File: src/rtl/capture_write_controller.sv
// Capture write controller: circular write pointer and write strobe for one capture,
// covering pre-trigger fill, trigger arm, post-trigger count and completion.
module capture_write_controller #(
   parameter int ADDR_W     = 16,
   parameter int BANK_DEPTH = 8192,
   parameter int CNT_W      = 16
) (
   input  logic              clk,
   input  logic              rst,
   input  logic [1:0]        mode,
   input  logic              start,
   input  logic              abort,
   input  logic              sample_en,
   input  logic              trigger,
   input  logic [CNT_W-1:0]  pre_count,
   input  logic [CNT_W-1:0]  post_count,
   output logic [1:0]        mode_q,
   output logic [ADDR_W-1:0] write_address,
   output logic              wr_en,
   output logic [ADDR_W-1:0] trig_address,
   output logic              busy,
   output logic              done,
   output logic [2:0]        state_dbg_o
);

   localparam int unsigned TOTAL_DEPTH = 4 * BANK_DEPTH;

   typedef enum logic [2:0] {
      S_IDLE     = 3'd0,
      S_PRE_FILL = 3'd1,
      S_ARMED    = 3'd2,
      S_POST     = 3'd3,
      S_DONE     = 3'd4
   } state_t;

   state_t            state_q;
   logic [CNT_W-1:0]  cnt_q;
   logic [ADDR_W-1:0] wr_addr_q;
   logic [ADDR_W-1:0] trig_addr_q;
   logic              busy_q;
   logic              done_q;
   logic              pre_empty;
   logic [ADDR_W-1:0] addr_inc;

   // Highest valid address for a channel mode: depth is 32768 >> mode.
   function automatic logic [ADDR_W-1:0] last_addr(input logic [1:0] m);
      return ADDR_W'((TOTAL_DEPTH >> m) - 1);
   endfunction

   function automatic logic [CNT_W-1:0] clamp_cnt(input logic [CNT_W-1:0] c,
                                                  input logic [ADDR_W-1:0] lim);
      if (32'(c) > 32'(lim)) begin
         return CNT_W'(lim);
      end
      return c;
   endfunction

   // A zero pre count spends one PRE_FILL cycle without storing anything.
   assign pre_empty     = (state_q == S_PRE_FILL) && (cnt_q == '0);
   assign wr_en         = sample_en & busy_q & ~pre_empty;
   assign addr_inc      = (wr_addr_q == last_addr(mode_q)) ? '0 : wr_addr_q + ADDR_W'(1);
   assign write_address = wr_addr_q;
   assign trig_address  = trig_addr_q;
   assign busy          = busy_q;
   assign done          = done_q;
   assign state_dbg_o   = state_q;

   always_ff @(posedge clk or posedge rst) begin
      if (rst) begin
         state_q     <= S_IDLE;
         cnt_q       <= '0;
         wr_addr_q   <= '0;
         trig_addr_q <= '0;
         mode_q      <= 2'd0;
         busy_q      <= 1'b0;
         done_q      <= 1'b0;
      end else if (abort) begin
         state_q <= S_IDLE;
         busy_q  <= 1'b0;
         done_q  <= 1'b0;
      end else begin
         case (state_q)
            S_IDLE, S_DONE: begin
               if (start && (mode != 2'd3)) begin
                  mode_q    <= mode;
                  wr_addr_q <= '0;
                  cnt_q     <= clamp_cnt(pre_count, last_addr(mode));
                  state_q   <= S_PRE_FILL;
                  busy_q    <= 1'b1;
                  done_q    <= 1'b0;
               end
            end
            S_PRE_FILL: begin
               if (cnt_q == '0) begin
                  state_q <= S_ARMED;
               end else if (sample_en) begin
                  wr_addr_q <= addr_inc;
                  cnt_q     <= cnt_q - CNT_W'(1);
                  if (cnt_q == CNT_W'(1)) begin
                     state_q <= S_ARMED;
                  end
               end
            end
            S_ARMED: begin
               if (sample_en) begin
                  wr_addr_q <= addr_inc;
                  if (trigger) begin
                     trig_addr_q <= wr_addr_q;
                     if (post_count == '0) begin
                        state_q <= S_DONE;
                        busy_q  <= 1'b0;
                        done_q  <= 1'b1;
                     end else begin
                        cnt_q   <= clamp_cnt(post_count, last_addr(mode_q));
                        state_q <= S_POST;
                     end
                  end
               end
            end
            S_POST: begin
               if (sample_en) begin
                  wr_addr_q <= addr_inc;
                  cnt_q     <= cnt_q - CNT_W'(1);
                  if (cnt_q == CNT_W'(1)) begin
                     state_q <= S_DONE;
                     busy_q  <= 1'b0;
                     done_q  <= 1'b1;
                  end
               end
            end
            default: begin
               state_q <= S_IDLE;
               busy_q  <= 1'b0;
               done_q  <= 1'b0;
            end
         endcase
      end
   end

endmodule

File: config.mk
export PLATFORM = sky130hd
export DESIGN_NAME = capture_write_controller
export DESIGN_NICKNAME = d
export VERILOG_FILES = /design/src/rtl/capture_write_controller.sv
export SDC_FILE = /design/constraint.sdc
export NUM_CORES = 1
export LEC_CHECK = 0
export ABC_AREA = 1
export BUFFER_PORTS_ARGS = -buffer_cell sky130_fd_sc_hd__buf_2
export CAP_MARGIN = 25
export CORE_MARGIN = 5
export CORE_UTILIZATION = 55
export CTS_BUF_LIST = sky130_fd_sc_hd__clkbuf_8
export DETAILED_ROUTE_END_ITERATION = 10
export PLACE_DENSITY = 0.8
export SYNTH_ARGS = -nofsm -noshare
export SYNTH_HDL_FRONTEND = slang
export SYNTH_SLANG_ARGS = --single-unit
File: constraint.sdc
create_clock -name clk -period 2.57 [get_ports clk]
set_input_delay 0 -clock clk [delete_from_list [all_inputs] [get_ports clk]]
set_output_delay 0 -clock clk [all_outputs]
set_load 0.02 [all_outputs]
# Word-level counts from Yosys, hierarchy flattened
# Index checks and enable logic that the tools add are counted.
[totals] input_bits=40 out_inout_bits=40 reg_bits=55
[classes] reduce_logical=15 shifts=2 add_sub_neg=4 bitwise_logic=4 n_eq_ne=21 n_mux=53 n_lt_le_gt_ge=2
[ops] op="$mux 16" count=14
[ops] op="$pmux 16 s4" count=1
[ops] op="$pmux 16 s3" count=1
[ops] op="$sub 16x1->16 const B" count=3
[ops] op="$gt 16x16->1" count=2
[ops] op="$logic_not 16->1" count=2
[ops] op="$shr 16x2->16 const A" count=2
[ops] op="$mux 3" count=10
[ops] op="$mux 1" count=24
[ops] op="$reduce_and 7->1" count=3
[ops] op="$ne 3x3->1 const B" count=6
[ops] op="$add 16x1->16 const B" count=1
[ops] op="$eq 16x1->1 const B" count=1
[ops] op="$eq 16x16->1" count=1
[ops] op="$ne 2x2->1 const B" count=7
[ops] op="$pmux 3 s4" count=1
[ops] op="$pmux 1 s4" count=2
[ops] op="$reduce_and 4->1" count=2
[ops] op="$eq 3x2->1 const B" count=2
[ops] op="$ne 4x2->1 const B" count=1
[ops] op="$ne 4x3->1 const B" count=1
[ops] op="$reduce_bool 4->1" count=1
[ops] op="$reduce_or 2->1" count=2
[ops] op="$eq 3x1->1 const B" count=1
[ops] op="7 further kinds" count=10

# Logic depth before layout (Yosys ltp)
# Gate-level depths: netlist of run 1.
[logic_depth] depth_word=14 ltp_mapped=14

# Least setup slack after synthesis of run 1
# No wires, ideal clock.
[synth_timing] path_type="register to register" startpoint="register mode_q[1]" endpoint="register cnt_q[2]" setup_slack_ps=535 synth_period_minus_slack_ps=2035 arrival_time_ps=1912 stages_incl_launch_ff=14 setup_time_ps=123 required_time_ps=2447 cell_sequence="dfrtp_1 nor2_1 inv_1 ha_1 nand2_1 nor2_1 nand2_1 o21ai_2 buf_4 nand2_1 nand2_1 nand2_1 o21ai_0 nand2_1"
[synth_between] elab_chain_len=14 word_cells_on_any_way=15 classes_between="1 x add/sub; 1 x order compare; 1 x shift; 12 x mux"
[synth_rtl] element="from (decl)" line="17" text="output logic [1:0] mode_q,"
[synth_rtl] element="from (signal assigned)" line="85" text="mode_q <= mode;"
[synth_rtl] element="$shr 16x2->16 *" line="47" text="return ADDR_W'((TOTAL_DEPTH >> m) - 1);"
[synth_rtl] element="$sub 16x1->16 *" line="47"
[synth_rtl] element="$gt 16x16->1" line="52" text="if (32'(c) > 32'(lim)) begin"
[synth_rtl] element="$mux 1" line="52"
[synth_rtl] element="$mux 1" line="109" text="if (post_count == '0) begin"
[synth_rtl] element="$mux 1" line="107" text="if (trigger) begin"
[synth_rtl] element="$mux 1" line="105" text="if (sample_en) begin"
[synth_rtl] element="$mux 1" line="82" text="case (state_q)"
[synth_rtl] element="$mux 1" line="77" text="end else if (abort) begin"
[synth_rtl] element="$mux 16 *" line="55" text="return c;"
[synth_rtl] element="$mux 16 *" line="109"
[synth_rtl] element="$mux 16 *" line="107"
[synth_rtl] element="$mux 16 *" line="105"
[synth_rtl] element="$pmux 16 s4 *" line="82"
[synth_rtl] element="to (signal assigned)" line="87" text="cnt_q <= clamp_cnt(pre_count, last_addr(mode));"
[synth_rtl] element="to (signal assigned)" line="114" text="cnt_q <= clamp_cnt(post_count, last_addr(mode_q));"
[synth_rtl] element="to (signal assigned)" line="123" text="cnt_q <= cnt_q - CNT_W'(1);"
[synth_rtl] element="to (decl)" line="37" text="logic [CNT_W-1:0] cnt_q;"
# Every way passes the cells marked *; elsewhere a longest branch is shown, timed or not. The select of a mux whose other input is x is not followed.
# A chain may end at the register's enable or synchronous reset.

# Worst setup path after layout of run 1
[layout_timing] startpoint="input mode[0]" endpoint="register cnt_q[8]"
[layout_between] elab_chain_len=10 word_cells_on_any_way=15 classes_between="1 x add/sub; 1 x order compare; 2 x eq/ne; 1 x shift; 8 x mux; 2 x reduce/logical"
[layout_rtl] element="from (decl)" line="10" text="input logic [1:0] mode,"
[layout_rtl] element="$shr 16x2->16" line="47"
[layout_rtl] element="$sub 16x1->16" line="47"
[layout_rtl] element="$gt 16x16->1" line="52"
[layout_rtl] element="$mux 1" line="52"
[layout_rtl] element="$mux 1" line="84" text="if (start && (mode != 2'd3)) begin"
[layout_rtl] element="$mux 1" line="82"
[layout_rtl] element="$mux 1" line="77"
[layout_rtl] element="$mux 16" line="55"
[layout_rtl] element="$mux 16" line="84"
[layout_rtl] element="$pmux 16 s4" line="82"
[layout_rtl] element="to (signal assigned)" line="87"
[layout_rtl] element="to (signal assigned)" line="98" text="cnt_q <= cnt_q - CNT_W'(1);"
[layout_rtl] element="to (signal assigned)" line="114"
# Several ways; a longest one is shown, not always the timed one. The select of a mux whose other input is x is not followed.

==> results.txt, run 1 <==
Outcome: completed
DR vias: 4168
Measured slew at the worst slew-check pin: 712 ps
CTS tree: done
Fillers: 642
Reg clk slew, reported paths: 110 ps
Fin Setup TNS: 0 ps
Final worst-path cycle share: 0.862
Initial Util: 0.574
Max-Cap Viols: 0
Clock tree root driver cell: clkbuf_8
Max H-tree Level: 2
Area of the multi-input gates: 0.00211 mm2
Clk_skew: 6.11 ps
Gpl congestion: 0.985
Fin util: 0.664
Most used cell, CP: nand2_1
Io pins: 80
Clk sink count: 55
Most common cell after layout, fill and taps aside: nand2_1
P_leak: 0.00258 uW
Peak supply drop: 531 uV
Number of distinct library cells after synthesis: 37
CTS Buf Count: 5
Worst path max stage delay: 550 ps
Pint: 2060 uW
Critical path peak fanout: 16
Overall power: 4110 uW
Die footprint: 0.00896 mm2
Ant diodes: 0
Final Hold Vio Count: 0
Worst Setup End Kind: register
Final slew viol count: 0
Largest net degree at the start of global routing: 33
Vias per cell: 5.29
Max Root-Sink Buffers: 2
NetSw: 2050 uW
Initial DRC count: 291
Worst-path cell chain: dlygate4sd3_1 > buf_2 > inv_1 > nand2_1 > ha_1 > nand4_1 > nor2_1 > nand2_1 > nand2_1 > a21oi_1 > o21ai_0 > nand2_1
FF/Latch Area: 0.00138 mm2
Total gr overflow: 0
Seq cells post-synth: 55
PwrDens: 901 mW/mm2
FMAX: 451 MHz
Flop pwr share: 0.334
Number of global-route vias before repair: 3933
Mux contribution to synthesized area: 0
Most frequent cells in the layout: nand2_1, inv_1, buf_2
Syn Area/Cell: 6.48 um2
Simple-gate share of the synthesized area: 0.388
Post-Synth XOR/XNOR Area: 0.00888
Nets: 742
Die Ht: 94.7 um
Final-report setup violation count: 0
Largest family of logic cells by synthesized area: simple AND/OR/NAND/NOR gates
Gr usage total: 0.256
Routed length per placed instance: 13.8 um
Post-DP HPWL: 8500 um
Drt pass-1 iters: 5
Initial antenna violation count: 0
Post-route ant nets: 0
Worst Path Arrival: 2430 ps
Slowest CP cell: dlygate4sd3_1
Final WL: 10900 um
Worst-skew pair later-pin latency: 320 ps
Compound-Gate Fraction of Synth Area: 0.101
Global-route wire length before repair: 18300 um
Post-synthesis sequential area ratio: 0.349
Fraction of layout cells with a size suffix above 1: 0.181
Combinational cell fraction of total power: 0.534
DRC: 0
Adder-cell area share of the yosys netlist: 0.0349
Synthesized instance count: 609
Clock power share: 0.132
Port-buffer cells: 79
Sw Ratio: 0.498
YS warnings: 0
Crit path required time: 2780 ps
RSZ-0062 raised after global routing: no
Die W: 94.7 um
Slew HR: 0.525
Mapped Area: 0.00394 mm2
Fin crit period: 2210 ps
Layout area overhead: 15.6%
Startpoint Class: input pin
Row count: 30
Critical path type: in2reg
Core Box Area: 0.00687 mm2
Min-delay worst type: in2reg
-- worst paths after layout --
| check | start | endpoint | slack [ps] | cells after the start |
|---|---|---|---|---|
| max in group asynchronous | rst | cnt_q[3]$_DFFE_PP0P_ | 1570 | 4 |
| max reg2reg | mode_q[1]$_DFFE_PP0P_ | cnt_q[2]$_DFFE_PP0P_ | 400 | 12 |
| min | mode[1] | mode_q[1]$_DFFE_PP0P_ | 30 | 3 |
| max | mode[0] | cnt_q[8]$_DFFE_PP0P_ | 360 | 12 |
| min reg2reg | done$_DFFE_PP0P_ | done$_DFFE_PP0P_ | 480 | 2 |
| min in group asynchronous | rst | cnt_q[15]$_DFFE_PP0P_ | 330 | 3 |
-- synth_stat cells (all sizes together) --
cell	count	share of area
xor2	4	0.0089
nand3b	2	0.0038
o21bai	1	0.0019
dfrtp	55	0.35
a31oi	2	0.0032
a21oi	21	0.027
clkinv	2	0.0019
buf	10	0.020
and2	1	0.0016
nor3	7	0.010
o211ai	1	0.0019
ha	11	0.035
nand4	11	0.021
nand2	206	0.20
inv	94	0.091
conb	1	0.00095
a22oi	3	0.0070
clkbuf	5	0.0048
or2	2	0.0032
nor2	70	0.074
o21ai	46	0.060
nand3	54	0.074
-- cell type report --
type                       count  share of cell area
clock buffer                   6              0.0181
tap                           96              0.0263
timing repair buffer          89               0.105
inverter                      96              0.0807
clock inverter                 2             0.00439
multi-input combinational    444               0.464
sequential                    55               0.302
-- what timing repair did --
action | in CTS | in global routing
hold buffers | 3 | 0
setup buffers | 0 | 0
hold endpoints to repair | 33 | 0
resized for setup | 0 | 1
setup endpoints to repair | 0 | 1
-- critical path: cells and delay by family --
family	cells	cell delay (ps)
simple gates	6	930
buf+inv	3	760
compound gates	2	410
fa+ha+maj	1	320
-- flip-flops by register name (all words and copies together) (netlist names) --
register / cells
busy: 1
cnt_q: 16
done: 1
trig_address: 16
mode_q: 2
write_address: 16
state_dbg_o: 3
-- per-stage QoR --
step	hold slack [ps]	setup WS (ps)	instances	cell area, um2
CTS	23.5	266	788	4550
global placement	164	402	777	4420
floorplan	147	535	610	3950
finish	29.9	355	788	4560
detailed placement	159	298	777	4420
global route	53.8	108	788	4560
-- power by group through the flow --
stage	Clock (uW)	Combinational (uW)	Sequential [uW]
floorplan	0	1490	1480
global placement	0	2100	1380
detailed placement	0	2150	1380
CTS	552	2170	1370
global route	588	2480	1410
finish	543	2190	1370
-- routing by layer --
metal	vias to the layer above	routed length [um]	GRT usage
met2	161	5510	0.458
li1	2070	-	-
met3	20	715	0.0454
met4	0	139	0.0589
met5	-	0	0
met1	1917	4510	0.319
-- logic make-up (layout without fill, tap and decap cells) --
family	Yosys count	count (layout)
AOI/OAI and AO/OA	74	74
buffers and inverters	111	193
other	1	2
xor gates and xnor gates	4	4
DFF	55	55
adders and majority gates	11	11
and+or+nand+nor	353	353
Power figures use the tool's default switching activity.
==> run 2: changes to the inputs <==
- ABC_CLOCK_PERIOD_IN_PS: default -> 2700
- clock period: 2.57 -> 2.7 ns (I/O delays scaled with it)
==> results.txt, run 2 (synthesized netlist as in run 1, its figures left out) <==
Outcome: completed
Slew HR: 0.491
FF/Latch Area: 0.00138 mm2
Core Box Area: 0.00687 mm2
Min-delay worst type: in2reg
Row count: 30
Setup slack at placement: 386 ps
DRC: 0
Worst Setup End Kind: register
Final Hold Vio Count: 0
Fin Setup TNS: 0 ps
Ant diodes: 0
PwrDens: 858 mW/mm2
Fillers: 634
Combinational cell fraction of total power: 0.536
Initial antenna violation count: 0
Fin crit period: 2360 ps
Most used cell, CP: nand2_1
Initial DRC count: 339
M3 GR Usage: 0.0478
Busiest layer in global routing: met2
Max H-tree Level: 2
Hold_ws: 32.5 ps
CTS tree: done
Peak supply drop: 478 uV
Crit path from: mode_q[1]$_DFFE_PP0P_
P_leak: 0.00257 uW
Die W: 94.7 um
Most common cell after layout, fill and taps aside: nand2_1
Layout area overhead: 14.9%
Area of the multi-input gates: 0.00211 mm2
Routed length per placed instance: 13.9 um
Critical path type: reg2reg
Worst Path Buf+Inv: 1
Flop pwr share: 0.337
FMAX: 424 MHz
Initial Util: 0.574
Worst path max stage delay: 500 ps
Io pins: 80
Final WL: 10900 um
Clk sink count: 55
Drt pass-1 iters: 5
NetSw: 1960 uW
Max-Cap Viols: 0
Reg clk slew, reported paths: 110 ps
DR vias: 4182
Worst-path cell chain: nor2_1 > inv_1 > ha_1 > nand2_1 > nor2_1 > nand2_1 > o21ai_2 > nand2_1 > nand2_1 > nand2_1 > o21ai_0 > nand2_1
Dpl cell area: 0.00442 mm2
RSZ-0062 raised after global routing: no
Reg2Reg Launch Point: mode_q[1]$_DFFE_PP0P_
Crit path required time: 2920 ps
Clock tree root driver cell: clkbuf_8
Clk_skew: 6.89 ps
Number of global-route vias before repair: 4010
Final slew viol count: 0
Post-DP HPWL: 8530 um
Nets: 741
Die footprint: 0.00896 mm2
Clock power share: 0.127
Gr usage total: 0.260
Design area: 0.00453 mm2
Placed cell count: 777
Global-route wire length before repair: 18500 um
Largest net degree at the start of global routing: 34
Hold path startpoint: mode[0]
CTS Buf Count: 5
Layout Cells excl Fill: 787
Sw Ratio: 0.503
Pint: 1930 uW
Slowest CP cell: o21ai_2
CP delay by family, top: simple AND/OR/NAND/NOR gates
Met1 Use GR: 0.337
Measured slew at the worst slew-check pin: 762 ps
Post-route ant nets: 0
Worst Path Arrival: 2570 ps
Gpl congestion: 0.950
Critical path peak fanout: 16
Die Ht: 94.7 um
Vias per cell: 5.31
GR Util met2: 0.432
Final-report setup violation count: 0
Worst-skew pair later-pin latency: 320 ps
Port-buffer cells: 79
Setup WS post-layout: 344 ps
Fraction of layout cells with a size suffix above 1: 0.181
Max Root-Sink Buffers: 2
Total gr overflow: 0
Final worst-path cycle share: 0.873
Most frequent cells in the layout: nand2_1, inv_1, buf_2
Startpoint Class: register
==> run 2: cell count changes in the layout (fill, tap and decap cells not counted) <==
| cell | delta |
|---|---|
| clkbuf_8 | -1 |
| clkinv_2 | +1 |
| o21ai_4 | -1 |
| o21ai_2 | +1 |
| dlygate4sd3_1 | -1 |
| inv_8 | -1 |
| inv_6 | +2 |
| clkinv_4 | -1 |
==> run 2: routing by layer <==
layer	part of all wire	vias up
li1	-	2069
met3	0.075	21
met2	0.48	188
met4	0.022	0
met5	0	-
met1	0.42	1904
==> run 2: area by class of cell <==
cell class                      instances  area share
Timing Repair Buffer                   88       0.103
Tap cell                               96      0.0265
Clock inverter                          3     0.00497
Clock buffer                            5      0.0152
Sequential cell                        55       0.304
Multi-Input combinational cell        444       0.465
Inverter                               96      0.0812
==> run 2: worst reg2reg max path, cell delays in order (launching register included) <==
cell and delay, ps:
dfrtp_1 470, nor2_1 160, inv_1 90, ha_1 270
nand2_1 80, nor2_1 150, nand2_1 80, o21ai_2 500
nand2_1 120, nand2_1 90, nand2_1 50, o21ai_0 130
nand2_1 60
==> run 2: stage by stage <==
stage | utilization | power, uW
global placement | 0.643 | 3310
CTS | 0.660 | 3870
floorplan | - | 2830
global route | 0.660 | 4240
detailed placement | 0.643 | 3370
finish | 0.660 | 3890
==> run 2: path summary, 6_finish.rpt <==
kind                       slack, ps                      endpoint  cells past startpoint
setup / recovery                 340          cnt_q[8]$_DFFE_PP0P_                     12
min in group asynchronous        360              busy$_DFFE_PP0P_                      3
setup reg to reg                 340          cnt_q[8]$_DFFE_PP0P_                     12
hold / removal                    30         mode_q[0]$_DFFE_PP0P_                      3
max in group asynchronous       1680  trig_address[10]$_DFFE_PP0P_                      4
hold reg to reg                  490              done$_DFFE_PP0P_                      2
==> run 2: power by group through the flow <==
stage | Sequential (uW) | Clock [uW] | Combinational (uW)
after CTS | 1300 | 502 | 2060
after floorplan | 1410 | 0 | 1420
after global routing | 1350 | 541 | 2350
after detailed placement | 1320 | 0 | 2050
final | 1310 | 493 | 2080
after global placement | 1310 | 0 | 2000
==> run 2: repair_timing <==
item                      in CTS  in global routing
gates resized for setup        0                  0
buffers inserted               0                  0
hold buffers                   2                  0
hold endpoints to repair      33                  0
